<file path="config.mk">
export PLATFORM = sky130hd
export DESIGN_NAME = mem_arbiter_flat
export DESIGN_NICKNAME = d
export VERILOG_FILES = /design/src/rtl/mem_arbiter_pkg.sv /design/src/rtl/mem_arbiter_if.sv /design/src/rtl/mem_arbiter_rr_picker.sv /design/src/rtl/mem_arbiter.sv /design/src/flat_wrapper.sv
export SDC_FILE = /design/constraint.sdc
export NUM_CORES = 1
export LEC_CHECK = 0
export ABC_AREA = 1
export CORE_UTILIZATION = 30
export DETAILED_ROUTE_END_ITERATION = 16
export GPL_TIMING_DRIVEN = 0
export PLACE_DENSITY = 0.74
export SYNTH_ARGS = -nofsm -noshare
export SYNTH_HDL_FRONTEND = slang
export SYNTH_SLANG_ARGS = --single-unit
</file>
<file path="constraint.sdc">
create_clock -name i_clk -period 2.1 [get_ports i_clk]
set_input_delay 0.315 -clock i_clk [delete_from_list [all_inputs] [get_ports i_clk]]
set_output_delay 0.315 -clock i_clk [all_outputs]
set_load 0.02 [all_outputs]
</file>
<file path="src/rtl/mem_arbiter_pkg.sv">
// Shared types for the data-memory arbiter: the bus word, the FSM state encoding
// and a small address helper.
package mem_arbiter_pkg;

  typedef logic [31:0] word;

  typedef enum logic [1:0] {
    ARB_IDLE,
    ARB_RD_WAIT,
    ARB_RD_GAP,
    ARB_WR
  } arb_state_t;

  localparam int CNT_W = 8;

  // Address 0 on the read port means "no read", so a read of 0 never touches memory.
  function automatic logic isNoRead(input word addr);
    return (addr == '0);
  endfunction

endpackage

</file>
<file path="src/rtl/mem_arbiter_if.sv">
// Requester handshake and memory port bundle.
// The slave view is the arbiter; the master view is the core and memory around it.
interface mem_arbiter_if import mem_arbiter_pkg::*; #(parameter int N_REQ = 2);

  logic [N_REQ-1:0] i_req_valid;
  logic [N_REQ-1:0] i_req_we;
  word              i_req_addr  [N_REQ];
  word              i_req_wdata [N_REQ];
  logic [N_REQ-1:0] o_req_ready;
  logic [N_REQ-1:0] o_resp_valid;
  word              o_resp_rdata;
  word              o_r_mem_addr;
  word              i_r_mem_data;
  word              o_w_mem_addr [0:1];
  word              o_w_mem_data [0:1];
  logic [0:1]       o_w_mem_en;

  modport slave (
    input  i_req_valid, i_req_we, i_req_addr, i_req_wdata, i_r_mem_data,
    output o_req_ready, o_resp_valid, o_resp_rdata, o_r_mem_addr,
           o_w_mem_addr, o_w_mem_data, o_w_mem_en
  );

  modport master (
    output i_req_valid, i_req_we, i_req_addr, i_req_wdata, i_r_mem_data,
    input  o_req_ready, o_resp_valid, o_resp_rdata, o_r_mem_addr,
           o_w_mem_addr, o_w_mem_data, o_w_mem_en
  );

endinterface

</file>
<file path="src/rtl/mem_arbiter_rr_picker.sv">
// Round-robin picker: first valid requester at or after ptr_i, wrapping modulo N_REQ.
// Purely combinational; the pointer register lives in the arbiter.
module rr_picker #(
  parameter  int N_REQ = 2,
  localparam int IDX_W = $clog2(N_REQ)
) (
  input  logic [N_REQ-1:0] valid_i,
  input  logic [IDX_W-1:0] ptr_i,
  output logic [N_REQ-1:0] grant_o,
  output logic [IDX_W-1:0] idx_o,
  output logic             any_o
);

  logic [IDX_W-1:0] cand;

  // Scan from the farthest offset back to ptr so the nearest valid requester wins last.
  always_comb begin
    grant_o = '0;
    idx_o   = '0;
    any_o   = 1'b0;
    cand    = '0;
    for (int off = N_REQ - 1; off >= 0; off--) begin
      cand = IDX_W'((int'(ptr_i) + off) % N_REQ);
      if (valid_i[cand]) begin
        idx_o = cand;
        any_o = 1'b1;
      end
    end
    if (any_o) grant_o[idx_o] = 1'b1;
  end

endmodule

</file>
<file path="src/rtl/mem_arbiter.sv">
// Shares one byte-addressed data memory between N_REQ requesters with round-robin
// grant, one word read or write per access, and a one-cycle response pulse.
module mem_arbiter import mem_arbiter_pkg::*; #(
  parameter int N_REQ      = 2,
  parameter int MEM_RD_LAT = 1,
  parameter int MEM_GAP    = 1
) (
  input logic           i_clk,
  input logic           i_rst,
  mem_arbiter_if.slave  bus
);

  localparam int IDX_W = $clog2(N_REQ);

  arb_state_t       state_q, state_d;
  logic [IDX_W-1:0] rrPtr_q, rrPtr_d;
  logic [IDX_W-1:0] gnt_q, gnt_d;
  logic [CNT_W-1:0] cnt_q, cnt_d;
  logic [N_REQ-1:0] respValid_q, respValid_d;
  word              rdata_q, rdata_d;
  word              rdAddr_q, rdAddr_d;
  word              wrAddr_q, wrAddr_d;
  word              wrData_q, wrData_d;
  logic             wrEn_q, wrEn_d;
  logic [N_REQ-1:0] ready;
  logic [N_REQ-1:0] pickGrant;
  logic [IDX_W-1:0] pickIdx;
  logic             pickAny;

  rr_picker #(.N_REQ(N_REQ)) u_picker (
    .valid_i (bus.i_req_valid),
    .ptr_i   (rrPtr_q),
    .grant_o (pickGrant),
    .idx_o   (pickIdx),
    .any_o   (pickAny)
  );

  // Memory-side outputs default to 0 each cycle so every drive lasts exactly one cycle.
  always_comb begin
    state_d     = state_q;
    rrPtr_d     = rrPtr_q;
    gnt_d       = gnt_q;
    cnt_d       = cnt_q;
    respValid_d = '0;
    rdata_d     = rdata_q;
    rdAddr_d    = '0;
    wrAddr_d    = '0;
    wrData_d    = '0;
    wrEn_d      = 1'b0;
    ready       = '0;
    unique case (state_q)
      ARB_IDLE: begin
        if (pickAny && !i_rst) begin
          ready   = pickGrant;
          gnt_d   = pickIdx;
          rrPtr_d = IDX_W'((int'(pickIdx) + 1) % N_REQ);
          cnt_d   = '0;
          if (bus.i_req_we[pickIdx]) begin
            wrEn_d   = 1'b1;
            wrAddr_d = bus.i_req_addr[pickIdx];
            wrData_d = bus.i_req_wdata[pickIdx];
            state_d  = ARB_WR;
          end else if (isNoRead(bus.i_req_addr[pickIdx])) begin
            respValid_d = pickGrant;
            rdata_d     = '0;
            state_d     = ARB_RD_GAP;
          end else begin
            rdAddr_d = bus.i_req_addr[pickIdx];
            state_d  = ARB_RD_WAIT;
          end
        end
      end
      ARB_RD_WAIT: begin
        if (cnt_q == CNT_W'(MEM_RD_LAT)) begin
          rdata_d              = bus.i_r_mem_data;
          respValid_d[gnt_q]   = 1'b1;
          cnt_d                = '0;
          state_d              = ARB_RD_GAP;
        end else begin
          cnt_d = cnt_q + 1'b1;
        end
      end
      ARB_RD_GAP: begin
        if (int'(cnt_q) + 1 >= MEM_GAP) state_d = ARB_IDLE;
        else                            cnt_d   = cnt_q + 1'b1;
      end
      ARB_WR: begin
        respValid_d[gnt_q] = 1'b1;
        rdata_d            = '0;
        state_d            = ARB_IDLE;
      end
      default: state_d = ARB_IDLE;
    endcase
  end

  // Reset aborts any access in flight: pending responses and write enables vanish.
  always_ff @(posedge i_clk) begin
    if (i_rst) begin
      state_q     <= ARB_IDLE;
      rrPtr_q     <= '0;
      gnt_q       <= '0;
      cnt_q       <= '0;
      respValid_q <= '0;
      rdata_q     <= '0;
      rdAddr_q    <= '0;
      wrAddr_q    <= '0;
      wrData_q    <= '0;
      wrEn_q      <= 1'b0;
    end else begin
      state_q     <= state_d;
      rrPtr_q     <= rrPtr_d;
      gnt_q       <= gnt_d;
      cnt_q       <= cnt_d;
      respValid_q <= respValid_d;
      rdata_q     <= rdata_d;
      rdAddr_q    <= rdAddr_d;
      wrAddr_q    <= wrAddr_d;
      wrData_q    <= wrData_d;
      wrEn_q      <= wrEn_d;
    end
  end

  assign bus.o_req_ready     = ready;
  assign bus.o_resp_valid    = respValid_q;
  assign bus.o_resp_rdata    = rdata_q;
  assign bus.o_r_mem_addr    = rdAddr_q;
  assign bus.o_w_mem_addr[0] = wrAddr_q;
  assign bus.o_w_mem_addr[1] = '0;
  assign bus.o_w_mem_data[0] = wrData_q;
  assign bus.o_w_mem_data[1] = '0;
  assign bus.o_w_mem_en      = {wrEn_q, 1'b0};

endmodule
</file>
<file path="src/flat_wrapper.sv">
// flat-port wrapper written by rule: the top's interface ports become plain ports
module mem_arbiter_flat import mem_arbiter_pkg::*;
#(
  parameter int N_REQ      = 2,
  parameter int MEM_RD_LAT = 1,
  parameter int MEM_GAP    = 1
)
  (i_clk, i_rst, bus_i_req_valid, bus_i_req_we, bus_i_req_addr, bus_i_req_wdata, bus_i_r_mem_data, bus_o_req_ready, bus_o_resp_valid, bus_o_resp_rdata, bus_o_r_mem_addr, bus_o_w_mem_addr, bus_o_w_mem_data, bus_o_w_mem_en);
  mem_arbiter_if #(.N_REQ(N_REQ)) bus_i ();
  input logic i_clk;
  input logic i_rst;
  input wire logic [$bits(bus_i.i_req_valid)-1:0] bus_i_req_valid;
  input wire logic [$bits(bus_i.i_req_we)-1:0] bus_i_req_we;
  input wire logic [$bits(bus_i.i_req_addr)-1:0] bus_i_req_addr;
  input wire logic [$bits(bus_i.i_req_wdata)-1:0] bus_i_req_wdata;
  input wire logic [$bits(bus_i.i_r_mem_data)-1:0] bus_i_r_mem_data;
  output wire logic [$bits(bus_i.o_req_ready)-1:0] bus_o_req_ready;
  output wire logic [$bits(bus_i.o_resp_valid)-1:0] bus_o_resp_valid;
  output wire logic [$bits(bus_i.o_resp_rdata)-1:0] bus_o_resp_rdata;
  output wire logic [$bits(bus_i.o_r_mem_addr)-1:0] bus_o_r_mem_addr;
  output wire logic [$bits(bus_i.o_w_mem_addr)-1:0] bus_o_w_mem_addr;
  output wire logic [$bits(bus_i.o_w_mem_data)-1:0] bus_o_w_mem_data;
  output wire logic [$bits(bus_i.o_w_mem_en)-1:0] bus_o_w_mem_en;
  assign bus_i.i_req_valid = bus_i_req_valid;
  assign bus_i.i_req_we = bus_i_req_we;
  assign bus_i.i_req_addr = {>>{bus_i_req_addr}};
  assign bus_i.i_req_wdata = {>>{bus_i_req_wdata}};
  assign bus_i.i_r_mem_data = bus_i_r_mem_data;
  assign bus_o_req_ready = bus_i.o_req_ready;
  assign bus_o_resp_valid = bus_i.o_resp_valid;
  assign bus_o_resp_rdata = bus_i.o_resp_rdata;
  assign bus_o_r_mem_addr = bus_i.o_r_mem_addr;
  assign bus_o_w_mem_addr = {>>{bus_i.o_w_mem_addr}};
  assign bus_o_w_mem_data = {>>{bus_i.o_w_mem_data}};
  assign bus_o_w_mem_en = bus_i.o_w_mem_en;
  mem_arbiter #(.N_REQ(N_REQ), .MEM_RD_LAT(MEM_RD_LAT), .MEM_GAP(MEM_GAP)) u_core (.i_clk(i_clk), .i_rst(i_rst), .bus(bus_i));
endmodule
</file>
# After elaboration in Yosys (flattened, before gate mapping)
# Cells that the tools add are included.
totals:
  register_bits: 143
  inputBits: 166
  output_inout_bits: 198
  word_cells: 95
op_classes:
  n_addsub: 4
  order_cmp: 8
  n_eq_ne: 10
  mux: 44
  bitwise_logic: 4
  n_reduce_logical: 15
op_table:
  columns: ["operator", "n"]
  rows:
  - ["32-bit two-way mux", 10]
  - ["32-bit one-hot mux with 3 select lines", 1]
  - ["32-bit by 2-bit greater-or-equal comparator with 1-bit output, second input constant", 1]
  - ["32-bit zero test", 1]
  - ["2-bit two-way mux", 12]
  - ["8-bit two-way mux", 3]
  - ["8-bit one-hot mux with 3 select lines", 1]
  - ["1-bit two-way mux", 13]
  - ["8-bit by 1-bit adder with 9-bit output, second input constant", 1]
  - ["8-bit by 1-bit adder with 8-bit output, second input constant", 1]
  - ["8-bit by 1-bit equality test with 1-bit output, second input constant", 1]
  - ["1-bit by 2-bit < comparator with 1-bit output, second input constant", 4]
  - ["2-bit by 1-bit != test with 1-bit output, second input constant", 4]
  - ["2-bit one-hot mux with 4 select lines", 1]
  - ["2-bit one-hot mux with 3 select lines", 1]
  - ["3-bit AND reduction", 2]
  - ["3-bit nonzero test", 2]
  - ["5-bit AND reduction", 1]
  - ["5-bit OR reduction", 1]
  - ["2-bit equality test, second input constant", 2]
  - ["2-bit != test, second input constant", 2]
  - ["4-bit OR reduction", 1]
  - ["1-bit logical AND", 3]
  - ["1-bit NOT", 3]
  - ["other kinds (10)", 13]

# Depth between registers and ports, before layout
depth:
  depth_word: 14
  ltp_mapped: 17
  depth_no_buf: 15

# Cells and area by module
# Synthesis repeated with hierarchy kept, for this count alone.
hier_totals:
  cells_unflattened: 864
  hier_area_um2: 6303.5
by_module_without_submodules:
  columns: ["mod", "instances", "cells_per_inst", "area_per_inst_um2", "seq_area_each_um2"]
  rows:
  - ["mem_arbiter", 1, 857, 6273.5, 2862.7]
  - ["rr_picker", 1, 7, 30.0, 0.0]

# Worst setup path after synthesis
# No wires, ideal clock.
synth_path:
  kind: "input port to flip-flop"
  from: "in bus_i_req_valid[1]"
  to: "reg u_core.rdata_q[24], in the netlist u_core.bus.o_resp_rdata[24]"
  setup_time_ns: 0.115
  arrival_ns: 1.700
  required_ns: 1.985
  setup_slack_ns: 0.285
  cell_stages: 15
  n_path_buf: 3
  path_cell_list: "buf_4 nand2_4 buf_4 nand2_1 nand2_1 nand2_1 nor2_1 nand2_1 nor2_1 nand3_1 nand2_2 buf_2 nand3_1 nand2_1 nor2_1"
synth_via:
  elab_chain_len: 11
  word_cells_on_any_way: 20
  classes_between: "eq/ne: 3; mux: 13; bitwise: 1; reduce/logical: 3"
synth_lines:
  columns: ["item", "line", "text"]
  rows:
  - ["start, declared", "flat_wrapper.sv:12", "input wire logic [$bits(bus_i.i_req_valid)-1:0] bus_i_req_valid;"]
  - ["1-bit two-way mux (not written as such) (2 in a row)", "mem_arbiter_rr_picker.sv:24", "if (valid_i[cand]) begin"]
  - ["1-bit two-way mux (2 in a row)", "mem_arbiter_rr_picker.sv:24", null]
  - ["1-bit NOT with 2-bit output (not written as such)", "mem_arbiter.sv:63", "end else if (isNoRead(bus.i_req_addr[pickIdx])) begin"]
  - ["32-bit two-way mux (not written as such) (3 in a row)", "mem_arbiter.sv:63", null]
  - ["32-bit zero test", "mem_arbiter_pkg.sv:18", "return (addr == '0);"]
  - ["2-bit by 1-bit != test with 1-bit output (no line)", null, null]
  - ["5-bit AND reduction (no line) *", null, null]
  - ["end signal, assigned", "mem_arbiter.sv:115", "rdata_q <= rdata_d;"]
  - ["end, declared", "mem_arbiter.sv:20", "word rdata_q, rdata_d;"]
# Mark *: on every way between the ends. The rest lies on a longest branch, timed or not. The select of a mux whose other input is x is not followed.
# A chain may end at the register's enable or synchronous reset.

# Final worst setup path
layout_path:
  from: "reg u_core.rrPtr_q"
  to: "reg u_core.rdata_q[29], in the netlist u_core.bus.o_resp_rdata[29]"
layout_via:
  elab_chain_len: 12
  word_cells_on_any_way: 21
  classes_between: "add/sub: 1; eq/ne: 3; mux: 13; bitwise: 1; reduce/logical: 3"
layout_lines:
  columns: ["item", "line", "text"]
  rows:
  - ["start, declared", "mem_arbiter.sv:16", "logic [IDX_W-1:0] rrPtr_q, rrPtr_d;"]
  - ["start signal, assigned", "mem_arbiter.sv:111", "rrPtr_q <= rrPtr_d;"]
  - ["1-bit adder", "mem_arbiter_rr_picker.sv:23", "cand = IDX_W'((int'(ptr_i) + off) % N_REQ);"]
  - ["1-bit two-way mux (not written as such) (2 in a row)", "mem_arbiter_rr_picker.sv:24", null]
  - ["1-bit two-way mux (2 in a row)", "mem_arbiter_rr_picker.sv:24", null]
  - ["1-bit NOT with 2-bit output (not written as such)", "mem_arbiter.sv:63", null]
  - ["32-bit two-way mux (not written as such) (3 in a row)", "mem_arbiter.sv:63", null]
  - ["32-bit zero test", "mem_arbiter_pkg.sv:18", null]
  - ["2-bit by 1-bit != test with 1-bit output (no line)", null, null]
  - ["5-bit AND reduction (no line) *", null, null]
# Marks and branches as above.

==> flow_metrics.py <==
metrics = {
    "setup_path": {
        "cp-start-kind": "flip-flop",
        "crit_fanout": 7,
        "reg2reg_depth": 17,
        "r2r_start": "u_core.rrPtr_q$_SDFFE_PP0P_",
        "cp.required_ns": 2.41,
        "crit_type": "flip-flop to flip-flop",
        "critPathCaptureType": "flip-flop",
        "cp.arrival_ns": 2.47,
        "regToRegEndpoint": "u_core.bus.o_resp_rdata[29]$_SDFFE_PP0P_",
        "ff2ff_setup_slack_ns": -0.06,
    },
    "synth": {
        "netlist_area_um2": 6369,
        "synth_cells": 882,
        "async_flop_share_pct": 0,
        "ys_top_cells_by_area": "dfxtp_1 45%, nand2_1 12%, nor2_1 9.0%",
        "yosys.area.top_type": "dfxtp_1",
        "syn_avg_cell_area_um2": 7.221,
        "synth_cell_types": 28,
        "yosysWarningCount": 0,
        "yosys-top-cells-count": "203 x nand2_1, 152 x nor2_1, 143 x dfxtp_1, 72 x inv_1, 70 x buf_4",
        "synthFlopType": "dfxtp_1",
        "synth_edf_count": 0,
        "synth.most_common_cell": "nand2_1",
        "ys_ff_latch": 143,
        "synth_top_area_share_pct": 44.95,
        "synth_seq_area_share_pct": 44.95,
    },
    "sta": {
        "relSlewSlack_pct": 64.38,
        "rsz0062_at_grt": "true",
        "finClkSkew_ns": 0.01431,
        "final-max-slew-violation-count": 0,
        "max_slew.worst_pin.slew_ns": 0.5343,
        "max_freq_ghz": 0.4632,
        "holdWs_ns": 0.3743,
        "period_needed_ns": 2.159,
        "hold_viol": 0,
        "fin_ws_ns": -0.05910,
        "setup_viol": 11,
        "finalCritPeriodShare_pct": 102.8,
    },
    "layout": {
        "nNetsFinal": 1479,
        "final_util_pct": 56.59,
        "final_cell_area_um2": 11600,
        "finalNonFillerCells": 1589,
        "nFillCells": 1812,
        "drive_above_1_share_pct": 22.46,
        "syn_to_final_growth_pct": 82.10,
    },
    "detailed_routing": {
        "routedWlPerCell_um": 15.05,
        "drtAntennaViolNets": 0,
        "vias_per_cell": 4.366,
        "drc": 0,
        "via_count": 6937,
        "first_pass_iters": 7,
        "drtIter0Drc": 307,
        "drt_wl_total_mm": 23.91,
    },
    "run_status": {
        "status": "finished with violations",
        "violations": "setup timing",
    },
    "placement": {
        "place_ws_ns": -0.8588,
        "placed_cell_area_um2": 9920,
        "portBuffers": 297,
        "dp_hpwl_mm": 16.89,
        "place_congestion": 0.8561,
        "dp_cells": 1513,
    },
    "power_and_ir_drop": {
        "p_per_area_nw_per_um2": 1120,
        "max-vdd-ir-drop_uv": 572.8,
        "power_leakage_uw": 0.005214,
    },
    "floorplanning": {
        "initial_utilization_pct": 31.07,
        "fp.coreArea_um2": 20490,
        "die_h_um": 147.7,
        "die_area_um2": 21820,
        "rows": 52,
        "dieWidth_um": 147.7,
        "num_io_pins": 364,
    },
    "cts": {
        "cts_buffers": 17,
        "clockBufferDepth": 2,
        "root_buffer": "clkbuf_16",
        "clk_latency_ns": 0.43,
        "clock-sinks": 143,
        "cts_tree": "yes",
        "cts-hold-fix-buffers": 0,
        "cts-htree-levels": 4,
        "clk_pin_slew_ns": 0.06,
    },
    "global_route": {
        "grt_pass1_vias": 6701,
        "antenna_found_initial": 2,
        "gr-usage-all-layers_pct": 20.70,
        "grt.met2_usage_pct": 37.57,
        "grt_max_degree": 17,
        "grt_use_met3_pct": 4.537,
        "grt-busiest-layer": "met2",
        "met1_usage_pct": 22.25,
        "gr-total-overflow": 0,
        "grt_pass1_wl_mm": 34.56,
    },
    "min_path": {
        "min_from": "bus_i_req_valid[1]",
        "min_to": "u_core.wrAddr_q[21]$_SDFF_PP0_",
        "hold_depth": 4,
        "worstHoldPathType": "primary input to flip-flop",
    },
    "flow_run": {
        "drv_cap": 0,
    },
}
layout by cell type, fill, tap and decap left out, drive strengths merged:
master,instances
inv,80
nand4,2
nor3,2
nand2,207
o21ai,16
conb,65
or2,1
dlygate4sd2,1
nand3b,27
nor3b,1
clkbuf,42
clkinv,5
a21oi,62
nor2,153
buf,134
ha,7
clkinvlp,1
nand3,65
clkdlybuf4s50,294
bufinv,3
dfxtp,143
a211oi,2
xor2,5
diode,1
metal layers:
layer  routed length, um  vias up
met5                  11        -
met1                9177     3109
met2               12270      297
met4                 897        2
met3                1549       58
li1                    -     3471
worst max-delay path, stage by stage, from the launching register on:
cell,delay [ns]
dfxtp_2,0.33
inv_4,0.07
nand2_8,0.10
nand2_8,0.15
buf_8,0.17
nand2_2,0.06
nand2_2,0.08
nand2_2,0.07
nor2_2,0.10
nand2_2,0.08
nor2_4,0.15
nand3_2,0.11
nand2_4,0.14
buf_6,0.13
buf_6,0.12
nand3_2,0.06
nand2_1,0.07
nor2_1,0.05
registers in the layout, indices dropped and copies added, names as in the netlist, 2 cells and up:
signal                   flops
u_core.wrData_q             32
u_core.bus.o_resp_rdata     32
u_core.bus.o_resp_valid      2
u_core.cnt_q                 8
u_core.state_q               2
u_core.bus.o_r_mem_addr     32
u_core.wrAddr_q             32
final cells by class:
cell class	count	area, um2	area share, %
clock buffers	17	425.4	3.668
flip-flops and latches	143	2865	24.71
well taps	270	337.8	2.913
repair buffers	341	3422	29.51
plain buffers	113	858.3	7.401
clock inverters	14	182.7	1.575
multi-input cells	615	3216	27.73
diodes	1	2.502	0.02158
inverters	75	287.8	2.481
cell families after synthesis:
logic type | count (synthesis) | synth area share [%]
AO/OA/AOI/OAI | 80 | 6.365
XOR/XNOR | 5 | 0.6876
adder cells (fa/ha/maj) | 7 | 1.375
buffers and inverters | 189 | 16.03
flip-flops | 143 | 44.95
other | 1 | 0.05888
AND/OR/NAND/NOR | 457 | 30.53
stage by stage:
step | TNS [ns] | power [uW]
3_5_place_dp | -99.48 | 8623
6_report | -0.4150 | 12990
5_1_grt | -4.723 | 13710
4_1_cts | -1.860 | 12570
3_3_place_gp | -97.56 | 8548
2_1_floorplan | 0 | 6664
report_power, final:
part           internal, uW  leakage (uW)  switching, uW  total (uW)
clock network          1890      0.000298           1270        3160
logic                  2760       0.00375           3470        6240
registers              3290       0.00117            301        3590
worst max path at each step:
stage	cells after the start	to	slack (ns)	startpoint
after CTS	17	u_core.bus.o_resp_rdata[2]$_SDFFE_PP0P_	-0.11	u_core.rrPtr_q$_SDFFE_PP0P_
after global placement	14	u_core.bus.o_r_mem_addr[11]$_SDFF_PP0_	-0.85	bus_i_req_valid[0]
after detailed placement	14	u_core.bus.o_r_mem_addr[1]$_SDFF_PP0_	-0.86	bus_i_req_valid[0]
after global routing	17	u_core.bus.o_resp_rdata[0]$_SDFFE_PP0P_	-0.19	u_core.rrPtr_q$_SDFFE_PP0P_
after floorplan	15	u_core.bus.o_resp_rdata[24]$_SDFFE_PP0P_	0.29	bus_i_req_valid[1]
final	17	u_core.bus.o_resp_rdata[29]$_SDFFE_PP0P_	-0.06	u_core.rrPtr_q$_SDFFE_PP0P_
repair_timing:
item,CTS,global route
gates cloned,8,2
gates resized for setup,109,118
endpoints found under the setup margin,137,105
buffers inserted,19,18
pin swaps,13,34
Power figures use the tool's default switching activity.
